==> config.mk <==
export PLATFORM = sky130hd
export DESIGN_NAME = rc_channel_scheduler_flat
export DESIGN_NICKNAME = d
export VERILOG_FILES = /design/src/rtl/rc_channel_scheduler_if.sv /design/src/rtl/rc_channel_scheduler.sv /design/src/flat_wrapper.sv
export SDC_FILE = /design/constraint.sdc
export NUM_CORES = 1
export LEC_CHECK = 0
export CORE_AREA = 10 10 221 223
export CTS_CLUSTER_DIAMETER = 80
export DETAILED_ROUTE_END_ITERATION = 7
export DIE_AREA = 0 0 231 233
export GPL_TIMING_DRIVEN = 0
export HOLD_SLACK_MARGIN = 0.03
export PLACE_DENSITY = 0.64
export SYNTH_ARGS = -nofsm -noshare
export SYNTH_HDL_FRONTEND = slang
export SYNTH_SLANG_ARGS = --single-unit
==> constraint.sdc <==
create_clock -name clock -period 3.3 [get_ports clock]
set_clock_uncertainty 0.1 [all_clocks]
set_input_delay 0.495 -clock clock [delete_from_list [all_inputs] [get_ports clock]]
set_output_delay 0.495 -clock clock [all_outputs]
set_load 0.01 [all_outputs]
==> src/rtl/rc_channel_scheduler_if.sv <==
// Bundle between the F.Port receiver, the channel consumers and rc_channel_scheduler.
// The scheduler attaches through the slave modport; the master side drives strobes and requests.
interface rc_channel_scheduler_if;
  logic        channel_changed;
  logic [3:0]  channel_index;
  logic [10:0] channel_value;
  logic [1:0]  req_valid;
  logic [7:0]  req_index;
  logic [1:0]  grant;
  logic        rsp_valid;
  logic [10:0] rsp_value;
  logic        failsafe;
  logic [15:0] frame_count;

  modport slave (
    input  channel_changed, channel_index, channel_value, req_valid, req_index,
    output grant, rsp_valid, rsp_value, failsafe, frame_count
  );

  modport master (
    output channel_changed, channel_index, channel_value, req_valid, req_index,
    input  grant, rsp_valid, rsp_value, failsafe, frame_count
  );
endinterface

==> src/rtl/rc_channel_scheduler.sv <==
// Shadow/active channel banks with atomic frame commit, link-loss failsafe timer,
// and a two-requester round-robin read arbiter with a one-cycle bubble per response.
module rc_channel_scheduler #(
  parameter int unsigned clock_frequency = 12000000,
  parameter int unsigned failsafe_ms     = 100,
  parameter logic [10:0] failsafe_value  = 11'd0
) (
  input  logic                  clock,
  input  logic                  reset_n,
  rc_channel_scheduler_if.slave bus
);

  localparam logic [31:0] FS_LIMIT = 32'(clock_frequency / 1000 * failsafe_ms);

  typedef enum logic [0:0] {
    ARB_IDLE = 1'b0,
    ARB_RESP = 1'b1
  } arb_state_e;

  logic [10:0] shadow_q [16];
  logic [10:0] active_q [16];
  logic [31:0] fs_cnt_q, fs_cnt_d;
  logic        failsafe_q, failsafe_d;
  logic [15:0] frame_count_q, frame_count_d;
  arb_state_e  state_q;
  logic        ptr_q;
  logic [1:0]  grant_q;
  logic        rsp_valid_q;
  logic [10:0] rsp_value_q;
  logic        commit_s;
  logic        sel_s;
  logic [3:0]  rd_index_s;

  assign commit_s = bus.channel_changed && (bus.channel_index == 4'd15);

  // Channel 15 is taken from the bus so the commit never copies a stale shadow slot.
  always_ff @(posedge clock or negedge reset_n) begin
    if (!reset_n) begin
      for (int i = 0; i < 16; i++) begin
        shadow_q[i] <= 11'd0;
        active_q[i] <= 11'd0;
      end
    end else begin
      if (bus.channel_changed) begin
        shadow_q[bus.channel_index] <= bus.channel_value;
      end
      if (commit_s) begin
        for (int i = 0; i < 15; i++) begin
          active_q[i] <= shadow_q[i];
        end
        active_q[15] <= bus.channel_value;
      end
    end
  end

  // A commit overrides the timeout even when both land on the same edge.
  always_comb begin
    fs_cnt_d      = fs_cnt_q;
    failsafe_d    = failsafe_q;
    frame_count_d = frame_count_q;
    if (commit_s) begin
      fs_cnt_d      = 32'd0;
      failsafe_d    = 1'b0;
      frame_count_d = frame_count_q + 16'd1;
    end else begin
      if (fs_cnt_q != FS_LIMIT) begin
        fs_cnt_d = fs_cnt_q + 32'd1;
      end else begin
        fs_cnt_d = fs_cnt_q;
      end
      if (fs_cnt_d == FS_LIMIT) begin
        failsafe_d = 1'b1;
      end else begin
        failsafe_d = failsafe_q;
      end
    end
  end

  // Failsafe timer and frame counter state.
  always_ff @(posedge clock or negedge reset_n) begin
    if (!reset_n) begin
      fs_cnt_q      <= 32'd0;
      failsafe_q    <= 1'b1;
      frame_count_q <= 16'd0;
    end else begin
      fs_cnt_q      <= fs_cnt_d;
      failsafe_q    <= failsafe_d;
      frame_count_q <= frame_count_d;
    end
  end

  // Priority pointer wins if requesting, otherwise the other requester is served.
  always_comb begin
    if (bus.req_valid[ptr_q]) begin
      sel_s = ptr_q;
    end else begin
      sel_s = ~ptr_q;
    end
    if (sel_s) begin
      rd_index_s = bus.req_index[7:4];
    end else begin
      rd_index_s = bus.req_index[3:0];
    end
  end

  // Arbiter FSM with registered grant/response outputs.
  always_ff @(posedge clock or negedge reset_n) begin
    if (!reset_n) begin
      state_q     <= ARB_IDLE;
      ptr_q       <= 1'b0;
      grant_q     <= 2'b00;
      rsp_valid_q <= 1'b0;
      rsp_value_q <= 11'd0;
    end else begin
      case (state_q)
        ARB_IDLE: begin
          if (|bus.req_valid) begin
            grant_q     <= sel_s ? 2'b10 : 2'b01;
            rsp_valid_q <= 1'b1;
            rsp_value_q <= failsafe_q ? failsafe_value : active_q[rd_index_s];
            ptr_q       <= ~sel_s;
            state_q     <= ARB_RESP;
          end else begin
            grant_q     <= 2'b00;
            rsp_valid_q <= 1'b0;
          end
        end
        ARB_RESP: begin
          grant_q     <= 2'b00;
          rsp_valid_q <= 1'b0;
          state_q     <= ARB_IDLE;
        end
        default: begin
          grant_q     <= 2'b00;
          rsp_valid_q <= 1'b0;
          state_q     <= ARB_IDLE;
        end
      endcase
    end
  end

  assign bus.grant       = grant_q;
  assign bus.rsp_valid   = rsp_valid_q;
  assign bus.rsp_value   = rsp_value_q;
  assign bus.failsafe    = failsafe_q;
  assign bus.frame_count = frame_count_q;

endmodule

==> src/flat_wrapper.sv <==
// flat-port wrapper written by rule: the top's interface ports become plain ports
module rc_channel_scheduler_flat 
#(
  parameter int unsigned clock_frequency = 12000000,
  parameter int unsigned failsafe_ms     = 100,
  parameter logic [10:0] failsafe_value  = 11'd0
)
  (clock, reset_n, bus_channel_changed, bus_channel_index, bus_channel_value, bus_req_valid, bus_req_index, bus_grant, bus_rsp_valid, bus_rsp_value, bus_failsafe, bus_frame_count);
  rc_channel_scheduler_if bus_i ();
  input  logic clock;
  input  logic reset_n;
  input wire logic [$bits(bus_i.channel_changed)-1:0] bus_channel_changed;
  input wire logic [$bits(bus_i.channel_index)-1:0] bus_channel_index;
  input wire logic [$bits(bus_i.channel_value)-1:0] bus_channel_value;
  input wire logic [$bits(bus_i.req_valid)-1:0] bus_req_valid;
  input wire logic [$bits(bus_i.req_index)-1:0] bus_req_index;
  output wire logic [$bits(bus_i.grant)-1:0] bus_grant;
  output wire logic [$bits(bus_i.rsp_valid)-1:0] bus_rsp_valid;
  output wire logic [$bits(bus_i.rsp_value)-1:0] bus_rsp_value;
  output wire logic [$bits(bus_i.failsafe)-1:0] bus_failsafe;
  output wire logic [$bits(bus_i.frame_count)-1:0] bus_frame_count;
  assign bus_i.channel_changed = bus_channel_changed;
  assign bus_i.channel_index = bus_channel_index;
  assign bus_i.channel_value = bus_channel_value;
  assign bus_i.req_valid = bus_req_valid;
  assign bus_i.req_index = bus_req_index;
  assign bus_grant = bus_i.grant;
  assign bus_rsp_valid = bus_i.rsp_valid;
  assign bus_rsp_value = bus_i.rsp_value;
  assign bus_failsafe = bus_i.failsafe;
  assign bus_frame_count = bus_i.frame_count;
  rc_channel_scheduler #(.clock_frequency(clock_frequency), .failsafe_ms(failsafe_ms), .failsafe_value(failsafe_value)) u_core (.clock(clock), .reset_n(reset_n), .bus(bus_i));
endmodule
==> flow_summary.rst, run 1 <==
.. list-table::
   :header-rows: 1

   * - Metric
     - Value
   * - Number of buffers created by CTS
     - 43
   * - Cell types occupying the most area after synthesis
     - sky130_fd_sc_hd__dfrtp_1 (57%), sky130_fd_sc_hd__nand2_1 (14%), sky130_fd_sc_hd__mux2_2 (11%)
   * - Portion of the clock cycle consumed by the worst path in the final layout
     - 97.3%
   * - Pleak
     - 9.55 nW
   * - Sw frac
     - 29.2%
   * - Top-level I/O count
     - 59
   * - Min-delay src
     - u_core.shadow_q[150]
   * - Cell area after layout
     - 0.0206 mm^2
   * - Total nets after synthesis
     - 1764
   * - Number of antenna violations at the first check in global routing
     - 0
   * - Basic-gate share of the synthesized area counting and, or, nand and nor cells
     - 20.5%
   * - Count of flip-flops with a built-in enable after synthesis
     - 0
   * - Die outline area
     - 0.0538 mm^2
   * - Share of the synthesized area in the top cell type
     - 57.4%
   * - Clock tree sinks
     - 405
   * - Leading register cell type out of synthesis
     - sky130_fd_sc_hd__dfrtp_1
   * - Delay of the slowest cell on the worst path
     - 0.56 ns
   * - Number of nets in the final layout
     - 1873
   * - Max Clock Freq
     - 311 MHz
   * - Clock latency on the worst-skew pair
     - 0.58 ns
   * - Worst supply voltage drop on vdd
     - 0.000445 V
   * - Maximum number of pins on one net before global-route repair
     - 123
   * - Cell Area, Synth
     - 0.0176 mm^2
   * - Series of cell instances along the critical path
     - nor2b_1, or3b_2, and2_1, clkbuf_1, clkbuf_2, a211oi_1, a311oi_1, a31oi_1, o211ai_1
   * - Synthesized-area fraction occupied by adder cells
     - 0.213%
   * - Core area
     - 0.0441 mm^2
   * - Library cell with the largest summed area after synthesis
     - sky130_fd_sc_hd__dfrtp_1
   * - Final Hold Violating Endpoints
     - 0
   * - Time the worst path needs with I/O delays and setup
     - 3.21 ns
   * - Slack of the critical path
     - 0.0881 ns
   * - Die extent in x
     - 231 um
   * - Library cells used by synthesis
     - 56
   * - Clock transition at path regs
     - 0.06 ns
   * - Largest driver fanout on the critical path
     - 10
   * - Origin of the critical flop-to-flop path
     - u_core.ptr_q
   * - Data arrival time of the critical path
     - 3.54 ns
   * - Worst hold-check slack
     - 0.358 ns
   * - Final Routed Wirelength
     - 48.3 mm
   * - Sequential-to-total area share from yosys stat
     - 57.5%
   * - Setup crit start kind
     - flip-flop
   * - Result of the run
     - completed
   * - Cell Pwr Density
     - 720 mW/mm^2
   * - Via count of the first global-routing pass
     - 13000
   * - Internal portion of total power
     - 0.0105 W
   * - Share of final-layout standard cells stronger than drive strength 1
     - 15.4%
   * - Overall Global Routing Usage
     - 18.1%
   * - Relative max-transition margin
     - 24.9%
   * - Min-Delay Path Class
     - reg2reg
   * - Multiplexer area fraction after synthesis
     - 12.4%
   * - Setup slack at placement
     - -1.71 ns
   * - Clock Tree Buf Depth
     - 3
   * - Total grt overflow
     - 0
   * - Sequential power share
     - 46.2%
   * - Part of the total power dissipated in combinational logic
     - 18.6%
   * - Area growth from synthesis to final layout
     - 17.0%
   * - Count of buffers from port buffering
     - 58
   * - Setup CP Type
     - reg2reg
   * - Cell types with the highest counts after synthesis
     - sky130_fd_sc_hd__nand2_1 (670), sky130_fd_sc_hd__dfrtp_1 (404), sky130_fd_sc_hd__mux2_2 (167)
   * - Largest family of logic cells by synthesized area
     - simple AND/OR/NAND/NOR gates
   * - Detailed-router iteration count before antenna repair
     - 7
   * - Final routed DRC violation total
     - 0
   * - Average wire per standard cell
     - 19.6 um
   * - Measured slew at the worst slew-check pin
     - 1.13 ns
   * - Number of warnings printed during yosys synthesis
     - 0
   * - Start point of the critical path
     - u_core.ptr_q
   * - CTS Root Cell
     - sky130_fd_sc_hd__clkbuf_16
   * - Leading cell type by number of instances after synthesis
     - sky130_fd_sc_hd__nand2_1
   * - Number of H-tree levels
     - 2
   * - FP Rows
     - 77
   * - Y dimension of the die
     - 233 um
   * - Vias
     - 12900
   * - Max-cap viol count
     - 0
   * - Post-synthesis instance total
     - 1733
   * - Average instance area after synthesis
     - 10.2 um^2
   * - Number of vias per cell after detailed routing
     - 5.22
   * - Power share of the clock group
     - 35.1%
   * - Max Slew Vio Count
     - 0
   * - Final estimated routing congestion in global placement
     - 0.907
   * - Share of flip-flops with an asynchronous set or reset after synthesis
     - 100%
   * - Inserted Diodes
     - 0
   * - # setup viols final
     - 0
   * - TritonCTS clock tree
     - done
   * - Required time worst endpoint
     - 3.63 ns
   * - Library cell contributing the largest single delay on the critical path
     - sky130_fd_sc_hd__or3b_2
   * - Wire length of the first global-routing pass
     - 75.9 mm
   * - Area after DPL
     - 0.0190 mm^2
   * - XOR/XNOR Fraction of Synth Area
     - 2.49%
   * - Final antenna-violating net count
     - 0
   * - Worst Path Buf+Inv
     - 2
   * - Complex-gate fraction of the synthesized area
     - 4.06%
   * - CP top delay family
     - compound AO/OA/AOI/OAI gates
   * - Worst Setup End Kind
     - flip-flop
   * - Final Util
     - 46.7%
   * - Register bit count reported by yosys
     - 405
   * - Detailed-placement wirelength estimate
     - 33.3 mm
   * - Switching pwr
     - 0.00434 W
   * - Iter 0 DRT Violations
     - 1189
   * - Initial Util
     - 39.9%
==> power groups by stage <==
| stage | logic (W) | registers, W | clock network, W |
|---|---|---|---|
| after CTS | 0.00275 | 0.00685 | 0.00530 |
| after global routing | 0.00307 | 0.00700 | 0.00551 |
| after global placement | 0.00262 | 0.00690 | 0 |
| final | 0.00277 | 0.00686 | 0.00522 |
| after detailed placement | 0.00272 | 0.00691 | 0 |
| after floorplan | 0.00180 | 0.00669 | 0 |
==> area by class of cell <==
| cell class | count | area (um^2) |
|---|---|---|
| multi-input combinational | 1210 | 7010 |
| clock inverter | 16 | 245 |
| tap | 592 | 741 |
| clock buffer | 61 | 1270 |
| timing repair buffer | 64 | 706 |
| inverter | 8 | 30.0 |
| sequential | 405 | 10100 |
| fill | 4150 | 23500 |
| buffer | 110 | 475 |
==> worst register-to-register path, cell delays in order (launching register included) <==
cell and delay, ns:
sky130_fd_sc_hd__dfrtp_1 0.40, sky130_fd_sc_hd__nor2b_1 0.20, sky130_fd_sc_hd__or3b_2 0.56, sky130_fd_sc_hd__and2_1 0.17, sky130_fd_sc_hd__clkbuf_1 0.26, sky130_fd_sc_hd__clkbuf_2 0.31, sky130_fd_sc_hd__a211oi_1 0.51, sky130_fd_sc_hd__a311oi_1 0.17
sky130_fd_sc_hd__a31oi_1 0.29, sky130_fd_sc_hd__o211ai_1 0.12
==> cells in the final DEF, fill, tap and decap left out, types with 7 or more instances in the layout <==
master	n
sky130_fd_sc_hd__a311oi_1	10
sky130_fd_sc_hd__mux4_2	11
sky130_fd_sc_hd__clkdlybuf4s50_1	57
sky130_fd_sc_hd__o211ai_1	23
sky130_fd_sc_hd__o21ai_0	7
sky130_fd_sc_hd__nand2b_1	8
sky130_fd_sc_hd__clkbuf_1	86
sky130_fd_sc_hd__clkbuf_8	11
sky130_fd_sc_hd__nor2_1	63
sky130_fd_sc_hd__xor2_1	17
sky130_fd_sc_hd__mux2_2	167
sky130_fd_sc_hd__clkinv_2	8
sky130_fd_sc_hd__a211oi_1	12
sky130_fd_sc_hd__a31oi_1	24
sky130_fd_sc_hd__xnor2_1	33
sky130_fd_sc_hd__clkbuf_16	44
sky130_fd_sc_hd__and3_1	11
sky130_fd_sc_hd__inv_1	8
sky130_fd_sc_hd__nor4_1	7
sky130_fd_sc_hd__dfrtp_1	404
sky130_fd_sc_hd__nand4_1	10
sky130_fd_sc_hd__a21boi_0	11
sky130_fd_sc_hd__buf_1	10
sky130_fd_sc_hd__nor3_1	8
sky130_fd_sc_hd__nand3_1	62
sky130_fd_sc_hd__nand2_1	670
==> routing by layer <==
layer	global-route usage, %	wire, um	up-vias
li1	-	-	5945
met1	24.3	21700	6464
met2	27.5	21400	394
met3	4.20	3370	81
met4	7.98	1830	0
met5	0	0	-
==> registers in the layout (all words and copies together) (netlist names) <==
signal                  cells
u_core.bus.grant            2
u_core.shadow_q           165
u_core.ptr_q                1
u_core.bus.rsp_value       11
u_core.fs_cnt_q            32
u_core.bus.frame_count     16
u_core.state_q              1
u_core.bus.failsafe         1
u_core.active_q           176
==> timing repair <==
item | CTS | global route
setup buffers | 0 | 2
setup endpoints to repair | 11 | 9
pin swaps | 0 | 1
hold buffers | 1 | 0
hold endpoints to repair | 86 | 0
resized for setup | 6 | 9
==> per-stage QoR <==
step                setup TNS [ns]  cells  total power (W)
floorplan                        0   1733          0.00849
global placement          -6510.55   2383          0.00952
detailed placement          -21.05   2386          0.00963
CTS                              0   2464           0.0149
global route               -0.0115   2466           0.0156
finish                           0   2466           0.0148
==> final timing paths <==
kind	slack (ns)	cells past startpoint	endpoint
min in group asynchronous	0.43	2	u_core.shadow_q[71]
max in group asynchronous	1.10	4	u_core.shadow_q[28]
worst min register to register	0.36	2	u_core.active_q[150]
worst max-delay path	0.09	9	u_core.bus.rsp_value[6]
worst max register to register	0.09	9	u_core.bus.rsp_value[6]
worst min-delay path	0.36	2	u_core.active_q[150]
==> cells by family after synthesis <==
| kind of cell | Yosys count |
|---|---|
| AND/OR/NAND/NOR | 873 |
| flip-flops | 405 |
| multiplexers | 183 |
| buffers and inverters | 118 |
| AO/OA/AOI/OAI | 101 |
| XOR/XNOR | 50 |
| adder cells (fa/ha/maj) | 3 |
(Power assumes the default switching activity.)
==> run 2: changes to the inputs <==
Settings changed: CTS_CLUSTER_DIAMETER 80 to 30, MAX_ROUTING_LAYER set to met4.
==> flow_summary.rst, run 2 (same netlist as run 1, synthesis figures left out) <==
.. list-table::
   :header-rows: 1

   * - Metric
     - Value
   * - Iter 0 DRT Violations
     - 1244
   * - Required time worst endpoint
     - 3.73 ns
   * - Worst Setup End Kind
     - flip-flop
   * - Leading registers by flop count
     - u_core.active_q: 176 flops, u_core.shadow_q: 165 flops, u_core.fs_cnt_q: 32 flops
   * - Count of buffers from port buffering
     - 58
   * - Max Clock Freq
     - 311 MHz
   * - Setup crit start kind
     - flip-flop
   * - Portion of the clock cycle consumed by the worst path in the final layout
     - 97.3%
   * - Share of final-layout standard cells stronger than drive strength 1
     - 19.0%
   * - Relative max-transition margin
     - 29.5%
   * - Final Routed Wirelength
     - 49.2 mm
   * - Min-Delay Path Class
     - in2async
   * - Multi-input gate area in the final layout
     - 0.00700 mm^2
   * - Die extent in x
     - 231 um
   * - Detailed-router iteration count before antenna repair
     - 5
   * - Maximum number of pins on one net before global-route repair
     - 129
   * - Total grt overflow
     - 0
   * - Clock tree sinks
     - 405
   * - Highest-count cells in the layout ignoring fill and taps
     - sky130_fd_sc_hd__nand2_1 (670), sky130_fd_sc_hd__dfrtp_1 (404), sky130_fd_sc_hd__mux2_2 (167), sky130_fd_sc_hd__clkbuf_1 (92), sky130_fd_sc_hd__clkbuf_16 (92)
   * - Area growth from synthesis to final layout
     - 25.9%
   * - Data arrival time of the critical path
     - 3.64 ns
   * - Max-cap viol count
     - 0
   * - Worst supply voltage drop on vdd
     - 0.000559 V
   * - Final Hold Violating Endpoints
     - 0
   * - # setup viols final
     - 0
   * - Y dimension of the die
     - 233 um
   * - Vias
     - 13400
   * - Number of nets in the final layout
     - 1920
   * - Number of vias per cell after detailed routing
     - 5.23
   * - Overall Global Routing Usage
     - 18.9%
   * - Sum Neg Setup Slack
     - 0 ns
   * - Number of H-tree levels
     - 3
   * - Setup slack at placement
     - -1.11 ns
   * - Clock Tree Buf Depth
     - 3
   * - Slack of the critical path
     - 0.0893 ns
   * - Register cell area after layout
     - 0.0101 mm^2
   * - Average wire per standard cell
     - 19.2 um
   * - CTS Root Cell
     - sky130_fd_sc_hd__clkbuf_16
   * - TritonCTS clock tree
     - done
   * - Number of antenna violations at the first check in global routing
     - 0
   * - Core area
     - 0.0441 mm^2
   * - Clock transition at path regs
     - 0.05 ns
   * - Wire length of the first global-routing pass
     - 77.2 mm
   * - Number of buffers created by CTS
     - 91
   * - Measured slew at the worst slew-check pin
     - 1.06 ns
   * - Die outline area
     - 0.0538 mm^2
   * - Time the worst path needs with I/O delays and setup
     - 3.21 ns
   * - Max FFs per register
     - 176
   * - Largest driver fanout on the critical path
     - 10
   * - Result of the run
     - completed
   * - Cell area after layout
     - 0.0222 mm^2
   * - Detailed-placement wirelength estimate
     - 33.3 mm
   * - Initial Util
     - 39.9%
   * - Top-level I/O count
     - 59
   * - Clock latency on the worst-skew pair
     - 0.61 ns
   * - RSZ-0062 raised after global routing
     - false
   * - Pleak
     - 10.3 nW
   * - Most frequent standard cell in the layout excluding fill and tap cells
     - sky130_fd_sc_hd__nand2_1
   * - Max Slew Vio Count
     - 0
   * - Final antenna-violating net count
     - 0
   * - Final routed DRC violation total
     - 0
   * - Setup CP Type
     - reg2reg
   * - Number of inserted filler cells in the final layout
     - 4006
   * - Area after DPL
     - 0.0190 mm^2
   * - Cell Pwr Density
     - 837 mW/mm^2
   * - Via count of the first global-routing pass
     - 13600
   * - FP Rows
     - 77
   * - Final estimated routing congestion in global placement
     - 0.908
   * - Register bank with the most flops
     - u_core.active_q
[run 2: cell types whose count changed in the layout (fill, tap and decap cells not counted), sizes merged]
| cell | before | now |
|---|---|---|
| clkinvlp | 0 | 9 |
| diode | 0 | 1 |
| buf | 30 | 29 |
| clkinv | 9 | 21 |
| clkbuf | 147 | 210 |
| inv | 9 | 14 |
[run 2: critical path: stages, from the launching register on]
cell and delay, ns:
sky130_fd_sc_hd__dfrtp_1 0.38, sky130_fd_sc_hd__nor2b_2 0.19, sky130_fd_sc_hd__nor2_4 0.26, sky130_fd_sc_hd__buf_6 0.21, sky130_fd_sc_hd__mux2i_2 0.46, sky130_fd_sc_hd__buf_4 0.26, sky130_fd_sc_hd__clkbuf_2 0.28, sky130_fd_sc_hd__a211oi_1 0.10
sky130_fd_sc_hd__a311oi_1 0.52, sky130_fd_sc_hd__a31oi_1 0.13, sky130_fd_sc_hd__o211ai_1 0.21
[run 2: worst paths after layout]
check / startpoint / end / slack, ns / cells past startpoint
worst max-delay path: u_core.ptr_q / u_core.bus.rsp_value[9] / 0.09 / 10
worst min-delay path: reset_n / u_core.active_q[107] / 0.32 / 2
worst max register to register: u_core.ptr_q / u_core.bus.rsp_value[9] / 0.09 / 10
worst min register to register: u_core.shadow_q[113] / u_core.active_q[113] / 0.34 / 2
max in group asynchronous: reset_n / u_core.active_q[31] / 1.28 / 4
min in group clock: u_core.shadow_q[113] / u_core.active_q[113] / 0.34 / 2
[run 2: cell type report]
cell class | instances | share of cell area [%]
antenna | 1 | 0.0113
tap | 592 | 3.34
timing repair buffer | 64 | 3.14
sequential | 405 | 45.7
clock inverter | 42 | 2.24
inverter | 8 | 0.135
buffer | 109 | 2.13
multi-input combinational | 1210 | 31.6
clock buffer | 124 | 11.8
[run 2: layer usage]
metal | track usage [%] | up-vias | wire (um) | part of all wire (%)
met1 | 24.6 | 6748 | 21800 | 44
met4 | 6.97 | 0 | 1410 | 2.9
met3 | 4.38 | 92 | 3490 | 7.1
met2 | 28.4 | 415 | 22500 | 46
li1 | - | 6107 | - | -
met5 | - | - | 0 | 0
[run 2: repair_timing]
action / 4_1_cts / 5_1_grt
setup endpoints to repair: 11 / 8
setup buffers: 0 / 0
endpoints found under the hold margin: 49 / 0
resized for setup: 6 / 10
hold buffers: 1 / 0
[run 2: per-stage QoR]
step | cells | utilization, % | total power [W] | hold WS (ns)
4_1_cts | 2555 | 50.3 | 0.0187 | 0.310
3_3_place_gp | 2383 | 42.9 | 0.00952 | 0.341
2_1_floorplan | 1733 | - | 0.00849 | 0.0994
3_5_place_dp | 2388 | 43.2 | 0.00963 | 0.345
5_1_grt | 2554 | 50.3 | 0.0194 | 0.344
6_report | 2555 | 50.3 | 0.0186 | 0.318
[run 2: power by group]
part | switching, W | total (W) | internal (W) | leakage [nW]
Combinational | 0.00152 | 0.00276 | 0.00124 | 3.62
Clock | 0.00292 | 0.00893 | 0.00601 | 1.51
Sequential | 0.000768 | 0.00689 | 0.00612 | 5.17
Total | 0.00521 | 0.0186 | 0.0134 | 10.3
